<file path="src/rtl/ks_multiword_adder.sv">
// ks_multiword_adder: streams WORDS x 16-bit operand pairs, LSW first, through
// two chained 16-bit Kogge-Stone adders. The inter-word carry is held in a
// register between beats. One registered sum word is produced per beat, and
// the final carry-out is attached to the most-significant word.

// 16-bit Kogge-Stone parallel-prefix adder.
// The carry-in is folded into the bit-0 generate term, so the prefix tree
// produces every carry, including the carry-out, directly.
module KS_adder_16bit (
    input  logic [15:0] i_a,
    input  logic [15:0] i_b,
    input  logic        i_cin,
    output logic [15:0] o_sum,
    output logic        o_cout
);

    // Level-0 generate/propagate terms, plus the group terms after each prefix level.
    // Propagate vectors only keep the bits that a later level actually reads.
    logic [15:0] w_p0;
    logic [15:0] w_g0;
    logic [15:0] w_g1;
    logic [15:2] w_p1;
    logic [15:0] w_g2;
    logic [15:4] w_p2;
    logic [15:0] w_g3;
    logic [15:8] w_p3;
    logic [15:0] w_g4;
    logic [16:0] w_c;

    assign w_p0   = i_a ^ i_b;
    assign w_c[0] = i_cin;
    assign o_cout = w_c[16];

    generate
        for (genvar gi = 0; gi < 16; gi++) begin : g_bit
            // Bit-level generate. Bit 0 absorbs the carry-in.
            if (gi == 0) begin : g_lvl0_cin
                assign w_g0[gi] = (i_a[gi] & i_b[gi]) | (w_p0[gi] & i_cin);
            end else begin : g_lvl0
                assign w_g0[gi] = i_a[gi] & i_b[gi];
            end

            // Prefix level 1, span 1.
            if (gi >= 1) begin : g_lvl1_op
                assign w_g1[gi] = w_g0[gi] | (w_p0[gi] & w_g0[gi-1]);
            end else begin : g_lvl1_pass
                assign w_g1[gi] = w_g0[gi];
            end
            if (gi >= 2) begin : g_lvl1_p
                assign w_p1[gi] = w_p0[gi] & w_p0[gi-1];
            end

            // Prefix level 2, span 2.
            if (gi >= 2) begin : g_lvl2_op
                assign w_g2[gi] = w_g1[gi] | (w_p1[gi] & w_g1[gi-2]);
            end else begin : g_lvl2_pass
                assign w_g2[gi] = w_g1[gi];
            end
            if (gi >= 4) begin : g_lvl2_p
                assign w_p2[gi] = w_p1[gi] & w_p1[gi-2];
            end

            // Prefix level 3, span 4.
            if (gi >= 4) begin : g_lvl3_op
                assign w_g3[gi] = w_g2[gi] | (w_p2[gi] & w_g2[gi-4]);
            end else begin : g_lvl3_pass
                assign w_g3[gi] = w_g2[gi];
            end
            if (gi >= 8) begin : g_lvl3_p
                assign w_p3[gi] = w_p2[gi] & w_p2[gi-4];
            end

            // Prefix level 4, span 8. Group propagate is no longer needed.
            if (gi >= 8) begin : g_lvl4_op
                assign w_g4[gi] = w_g3[gi] | (w_p3[gi] & w_g3[gi-8]);
            end else begin : g_lvl4_pass
                assign w_g4[gi] = w_g3[gi];
            end

            // The carry into bit gi+1 is the full-prefix generate of bits gi..0.
            assign w_c[gi+1] = w_g4[gi];
            assign o_sum[gi] = w_p0[gi] ^ w_c[gi];
        end
    endgenerate

endmodule

module ks_multiword_adder #(
    parameter int WORDS = 4
) (
    input  logic        clk,
    input  logic        rst,
    input  logic        in_valid,
    output logic        in_ready,
    input  logic [15:0] in_a,
    input  logic [15:0] in_b,
    output logic        out_valid,
    input  logic        out_ready,
    output logic [15:0] out_sum,
    output logic        out_last,
    output logic        out_cout
);

    localparam int               CNT_W    = (WORDS > 1) ? $clog2(WORDS) : 1;
    localparam logic [CNT_W-1:0] LAST_IDX = CNT_W'(WORDS - 1);

    // State registers
    logic [CNT_W-1:0] r_cnt;
    logic             r_cy;
    logic [15:0]      r_out_sum;
    logic             r_out_last;
    logic             r_out_cout;
    logic             r_out_valid;

    // Datapath and handshake wires
    logic [16:0] w_t;
    logic [16:0] w_u;
    logic        w_cin;
    logic        w_word_carry;
    logic        w_is_last;
    logic        w_in_ready;
    logic        w_accept;
    logic        w_take_only;

    // The output register may reload whenever it is empty or is being drained
    // this cycle. This creates a combinational path from out_ready to in_ready
    // on purpose, so a stream can run at one word per cycle.
    assign w_in_ready  = ~r_out_valid | out_ready;
    assign w_accept    = in_valid & w_in_ready;
    assign w_take_only = out_ready & r_out_valid & ~w_accept;
    assign w_is_last   = (r_cnt == LAST_IDX);

    // Word 0 of every operation starts with carry-in 0, so carry never leaks
    // from the previous operation even with back-to-back transfers.
    always_comb begin
        w_cin = 1'b0;
        if (r_cnt != '0) begin
            w_cin = r_cy;
        end
    end

    // Stage 1: raw word sum.
    KS_adder_16bit u_stage1 (
        .i_a   (in_a),
        .i_b   (in_b),
        .i_cin (1'b0),
        .o_sum (w_t[15:0]),
        .o_cout(w_t[16])
    );

    // Stage 2: add the inter-word carry.
    KS_adder_16bit u_stage2 (
        .i_a   (w_t[15:0]),
        .i_b   ({15'b0, w_cin}),
        .i_cin (1'b0),
        .o_sum (w_u[15:0]),
        .o_cout(w_u[16])
    );

    // Stage 2 can only carry out when t[15:0] is all ones, and then t[16] is 0.
    // The two carries are therefore exclusive, and an OR merges them.
    assign w_word_carry = w_t[16] | w_u[16];

    // Word sequencing and the output register stage. Reset overrides any accept.
    always_ff @(posedge clk) begin
        if (rst) begin
            r_cnt       <= '0;
            r_cy        <= 1'b0;
            r_out_sum   <= 16'h0000;
            r_out_last  <= 1'b0;
            r_out_cout  <= 1'b0;
            r_out_valid <= 1'b0;
        end else if (w_accept) begin
            r_out_sum   <= w_u[15:0];
            r_out_last  <= w_is_last;
            r_out_cout  <= w_is_last & w_word_carry;
            r_out_valid <= 1'b1;
            r_cy        <= w_word_carry;
            r_cnt       <= w_is_last ? '0 : r_cnt + CNT_W'(1);
        end else if (w_take_only) begin
            r_out_valid <= 1'b0;
        end
    end

    assign in_ready  = w_in_ready;
    assign out_valid = r_out_valid;
    assign out_sum   = r_out_sum;
    assign out_last  = r_out_last;
    assign out_cout  = r_out_cout;

endmodule

</file>
<file path="config.mk">
export PLATFORM = sky130hd
export DESIGN_NAME = ks_multiword_adder
export DESIGN_NICKNAME = d
export VERILOG_FILES = /design/src/rtl/ks_multiword_adder.sv
export SDC_FILE = /design/constraint.sdc
export NUM_CORES = 1
export LEC_CHECK = 0
export ABC_CLOCK_PERIOD_IN_PS = 4100
export BUFFER_PORTS_ARGS = -buffer_cell sky130_fd_sc_hd__buf_2
export CAP_MARGIN = 25
export CORE_ASPECT_RATIO = 1.25
export CORE_MARGIN = 2
export CORE_UTILIZATION = 31
export CTS_CLUSTER_SIZE = 8
export DETAILED_ROUTE_END_ITERATION = 8
export PLACE_DENSITY = 0.57
export SYNTH_ARGS = -nofsm -noshare
export SYNTH_HDL_FRONTEND = slang
export SYNTH_SLANG_ARGS = --single-unit
</file>
<file path="constraint.sdc">
create_clock -name clk -period 4.1 [get_ports clk]
set_clock_uncertainty 0.2 [all_clocks]
set_input_delay 0 -clock clk [delete_from_list [all_inputs] [get_ports clk]]
set_output_delay 0 -clock clk [all_outputs]
set_load 0.01 [all_outputs]
</file>
# Yosys cells after proc, flatten, opt, wreduce, memory -nomap -nowiden
# Cells that the tools add are included.
# totals
ff_bits	22
inputBits	36
out_inout_bits	20
wordCells	252
# classes
n_addsub	1
eq_ne	1
mux	4
n_bitwise	238
reduce_logical	2
# op_table
op	n
AND 1 bit	153
bitwise OR 1 bit	51
XOR 1 bit	30
XOR 16 x 1 -> 16 bit	1
XOR 16 bit	1
nonzero test 2 bit	2
2-to-1 mux 1 bit	3
adder 2 x 1 -> 2 bit, second input constant	1
== test 2 bit, second input constant	1
2-to-1 mux 2 bit	1
NOT 1 bit	2

# Longest topological paths before layout
# logic_depth
ltp_word	16
depth_mapped	12
mapped_depth_nobuf	12

# Hierarchy
# From an unflattened synthesis, not the netlist that was laid out.
# hier_totals
cells_unflattened	326
area_unflattened_um2	2660.1
# by_module_without_submodules
mod	instances	cells_per_inst	area_per_inst_um2	seq_area_each_um2
ks_multiword_adder	1	106	1008.5	440.4
KS_adder_16bit at u_stage1	1	120	879.6	0.0
KS_adder_16bit at u_stage2	1	100	772.0	0.0

# Worst setup path after synthesis
# Ideal clock, no wire load.
# synth_path
path_kind	in2reg
start	input port in_a[0]
end	register r_out_sum[15] (netlist: out_sum[15])
setup_ps	91
arrival_time_ps	2578
required_time_ps	3809
slack_ps	1231
path_stages	11
n_path_buf	0
cell_sequence	ha_1 inv_1 fa_1 nand2b_2 a211oi_4 o2111a_1 nor2_1 o311ai_1 nand4_1 or4_1 a311oi_1
# synth_between
elab_chain_cells	14
word_cells_on_any_way	62
classes_between	bitwise: 62
# synth_lines
element	line_no	rtl
start, declared	95	input logic [15:0] in_a,
AND 1 bit	38	assign w_g0[gi] = (i_a[gi] & i_b[gi]) | (w_p0[gi] & i_cin);
AND 1 bit	45	assign w_g1[gi] = w_g0[gi] | (w_p0[gi] & w_g0[gi-1]);
bitwise OR 1 bit	45	
AND 1 bit (on tied branches)	65, 55	
bitwise OR 1 bit (on tied branches)	65, 55	
AND 1 bit (on tied branches)	75, 65	
bitwise OR 1 bit (on tied branches)	75, 65	
XOR 1 bit	82	assign o_sum[gi] = w_p0[gi] ^ w_c[gi];
XOR 16 x 1 -> 16 bit	30	assign w_p0 = i_a ^ i_b;
AND 1 bit	50	assign w_p1[gi] = w_p0[gi] & w_p0[gi-1];
AND 1 bit	60	assign w_p2[gi] = w_p1[gi] & w_p1[gi-2];
AND 1 bit	70	assign w_p3[gi] = w_p2[gi] & w_p2[gi-4];
AND 1 bit	75	assign w_g4[gi] = w_g3[gi] | (w_p3[gi] & w_g3[gi-8]);
XOR 1 bit (*)	82	
end signal, assigned	174	r_out_sum <= w_u[15:0];
end, declared	110	logic [15:0] r_out_sum;
# Every way passes the cells marked *; elsewhere a longest branch is shown, timed or not.
# A chain may end at the register's enable or synchronous reset.

# Worst setup path in the final report
# layout_path
start	register r_cnt[0]
end	register r_out_sum[15] (netlist: out_sum[15])
# layout_between
elab_chain_cells	7
# layout_lines
element	line_no	rtl
start, declared	108	logic [CNT_W-1:0] r_cnt;
start signal, assigned	179	r_cnt <= w_is_last ? '0 : r_cnt + CNT_W'(1);
nonzero test 2 bit	137	if (r_cnt != '0) begin
2-to-1 mux 1 bit	137	
AND 1 bit	38	
AND 1 bit	55	assign w_g2[gi] = w_g1[gi] | (w_p1[gi] & w_g1[gi-2]);
AND 1 bit	65	assign w_g3[gi] = w_g2[gi] | (w_p2[gi] & w_g2[gi-4]);
AND 1 bit	75	
XOR 1 bit	82	
# Every way passes these cells.

==> results.py <==
metrics = {
    "yosys": {
        "synth_common_cells": "nand2_1 (26), nor2_1 (26), dfxtp_1 (22)",
        "synth_area_per_cell_um2": 8.057,
        "synth_edf_count": 0,
        "yosysSeqAreaShare_pct": 21.27,
        "synthesis.nets": 314,
        "synth_top_area_share_pct": 21.27,
        "synth-seq-cells": 22,
        "synth_cell_types": 61,
        "synthCells": 257,
        "synth_area_mm2": 0.002071,
        "synthFlopType": "dfxtp_1",
        "synth_area_leaders": "dfxtp_1 (21%), ha_1 (12%), xnor2_1 (5.5%), a211oi_1 (4.7%), nand2_1 (4.7%)",
        "synth_area_leader_cell": "dfxtp_1",
        "synth-async-reset-ratio_pct": 0,
        "yosysWarnings": 0,
    },
    "floorplan": {
        "chipHeight_um": 95.38,
        "coreArea_mm2": 0.006524,
        "dieArea_mm2": 0.007353,
        "row_count": 33,
        "die_w_um": 77.10,
        "initial_core_util_pct": 31.74,
        "ios": 56,
    },
    "worst_setup_path": {
        "worstPathArrival_ns": 3.09,
        "r2r_setup_slack_ns": 0.98,
        "end_kind": "flop",
        "worstRegToRegCells": 11,
        "required_ns": 4.08,
        "critPathLaunchType": "flop",
        "r2r_start": "r_cnt[0]",
        "timing_worst_setup_path_type": "reg2reg",
        "r2r-end": "out_sum[15]",
        "critPathMaxFanout": 4,
    },
    "clock_network": {
        "cts_hold_buffers": 3,
        "root_buffer": "clkbuf_8",
        "clk_pin_slew_ns": 0.08,
        "cts_buffers": 3,
        "max-clock-path-buffers": 2,
        "cts_resized": 0,
        "post_cts_buffers": 0,
        "cts_tree": "built",
        "insertion_delay_ns": 0.26,
        "cts.sinks": 22,
        "htree_num_levels": 1,
    },
    "status": {
        "run_status": "complete, no violations",
    },
    "timing": {
        "setup_tns_ns": 0,
        "hold_violations": 0,
        "finalSetupViolCount": 0,
        "rsz0062_at_grt": "false",
        "max_freq_mhz": 321.0,
        "worst_pin_slew_ns": 0.5430,
        "finalMaxSlewViolations": 0,
        "final.min_clock_period_ns": 3.115,
        "fin_crit_sh_pct": 75.98,
        "max_slew_margin_pct": 63.80,
    },
    "place": {
        "dp_hpwl_um": 3752,
        "io_buffers": 55,
        "gp_congestion": 0.7457,
    },
    "layout": {
        "drive_above_1_share_pct": 25.24,
        "fin_util_pct": 38.45,
        "antenna_cells": 0,
        "fin_nets": 367,
        "area_growth_pct": 21.15,
    },
    "power_and_ir_drop": {
        "ir_worst_vdd_mv": 0.1013,
        "p_leak_uw": 0.001065,
        "power_density_mw_per_mm2": 276.6,
    },
    "detailed_routing": {
        "drc": 0,
        "firstDrtPassIters": 4,
        "routed-via-count": 1976,
        "drt.antenna.violating_nets": 0,
        "wl_per_cell_um": 11.72,
        "wl_um": 4641,
        "first_iter_violations": 72,
        "viasPerCell": 4.990,
    },
    "hold_path": {
        "hold_end": "out_cout",
        "whs_path_depth": 4,
        "hold_start": "in_b[15]",
        "hold_class": "in2reg",
    },
    "grt": {
        "grt_pass1_vias": 1832,
        "grt_max_degree": 25,
        "grt_pass1_wl_um": 7852,
        "antenna_found_initial": 0,
        "grt-ovfl-total": 0,
        "grt_usage_pct": 12.75,
    },
    "flow_run": {
        "max_cap_violations": 0,
    },
}
## power by group
part,internal [µW],total [µW],switching [µW]
clock,85.5,153,67.4
combinational,130,299,169
sequential,233,242,9.92
## worst max-delay path, cell delays in order (launching register included)
cell,delay (ns)
dfxtp_1,0.37
inv_1,0.06
ha_1,0.19
nor2b_1,0.17
ha_1,0.19
and3_1,0.19
nor3b_1,0.31
and4bb_2,0.26
and4_1,0.24
nand4_1,0.16
or4_1,0.43
a311oi_1,0.25
## worst max-delay path by stage
| stage | from | endpoint | cells after the start |
|---|---|---|---|
| 3_5_place_dp | in_a[0] | out_sum[15] | 12 |
| 2_1_floorplan | in_a[0] | out_sum[15] | 11 |
| 6_report | r_cnt[0] | out_sum[15] | 11 |
| 4_1_cts | r_cnt[0] | r_cy | 12 |
| 3_3_place_gp | in_a[0] | out_sum[15] | 12 |
| 5_1_grt | r_cnt[0] | out_sum[15] | 11 |
## routing by layer
| layer | GRT usage [%] | wire (µm) |
|---|---|---|
| met3 | 1.231 | 172 |
| met2 | 22.81 | 2209 |
| met5 | 0 | 0 |
| met4 | 3.571 | 23 |
| met1 | 16.43 | 2235 |
## sequential cells by signal, indices dropped and copies added, names as in the netlist
signal and count:
out_cout 1, out_sum 16, r_cnt 2, out_last 1
out_valid 1, r_cy 1
## final cells by class
type                            instances  area (µm²)
Sequential cell                        22       440.4
Timing Repair Buffer                   59       320.3
Inverter                               11       41.29
Tap cell                               87       108.9
Fill cell                             721        4015
Multi-Input combinational cell        213        1543
Clock buffer                            4       55.05
## layout by cell type, fill, tap and decap left out, drive strengths merged, types with 3 or more instances in the layout
cell / netlist / layout
nor3: 4 / 4
nand2b: 3 / 3
buf: 3 / 56
inv: 11 / 11
nor2: 26 / 26
o21ai: 7 / 7
nand2: 26 / 26
xnor2: 13 / 13
a21o: 4 / 4
nor3b: 3 / 3
o21a: 3 / 3
a21oi: 19 / 19
nand3b: 3 / 3
a211oi: 15 / 15
a311oi: 5 / 5
dlygate4sd3: 0 / 3
nand3: 6 / 6
dfxtp: 22 / 22
nor2b: 5 / 5
ha: 20 / 20
nand4: 4 / 4
and2: 5 / 5
o2111ai: 3 / 3
clkbuf: 8 / 4
and3: 4 / 4
## through the flow
step / hold WS (ns) / power [µW] / setup WS, ns / instances / area [µm²]
2_1_floorplan: -0.1279 / 467.3 / 1.231 / 257 / 2071
3_5_place_dp: 0.05724 / 544.6 / 0.8652 / 389 / 2424
6_report: 0.03415 / 693.8 / 0.9848 / 396 / 2509
4_1_cts: 0.03717 / 703.0 / 0.9598 / 396 / 2509
5_1_grt: 0.08753 / 750.9 / 0.7354 / 396 / 2509
3_3_place_gp: 0.05253 / 539.2 / 0.9317 / 388 / 2409
## cells by family (layout without fill, tap and decap cells)
family,count (synthesis),in the layout,synth area share [%]
simple gates,100,100,25.26
xor+xnor,15,15,6.345
compound gates,75,75,28.76
fa+ha+maj,21,21,13.05
flops,22,22,21.27
buf+inv,22,74,4.229
mux,2,2,1.088
Power figures use the tool's default switching activity.
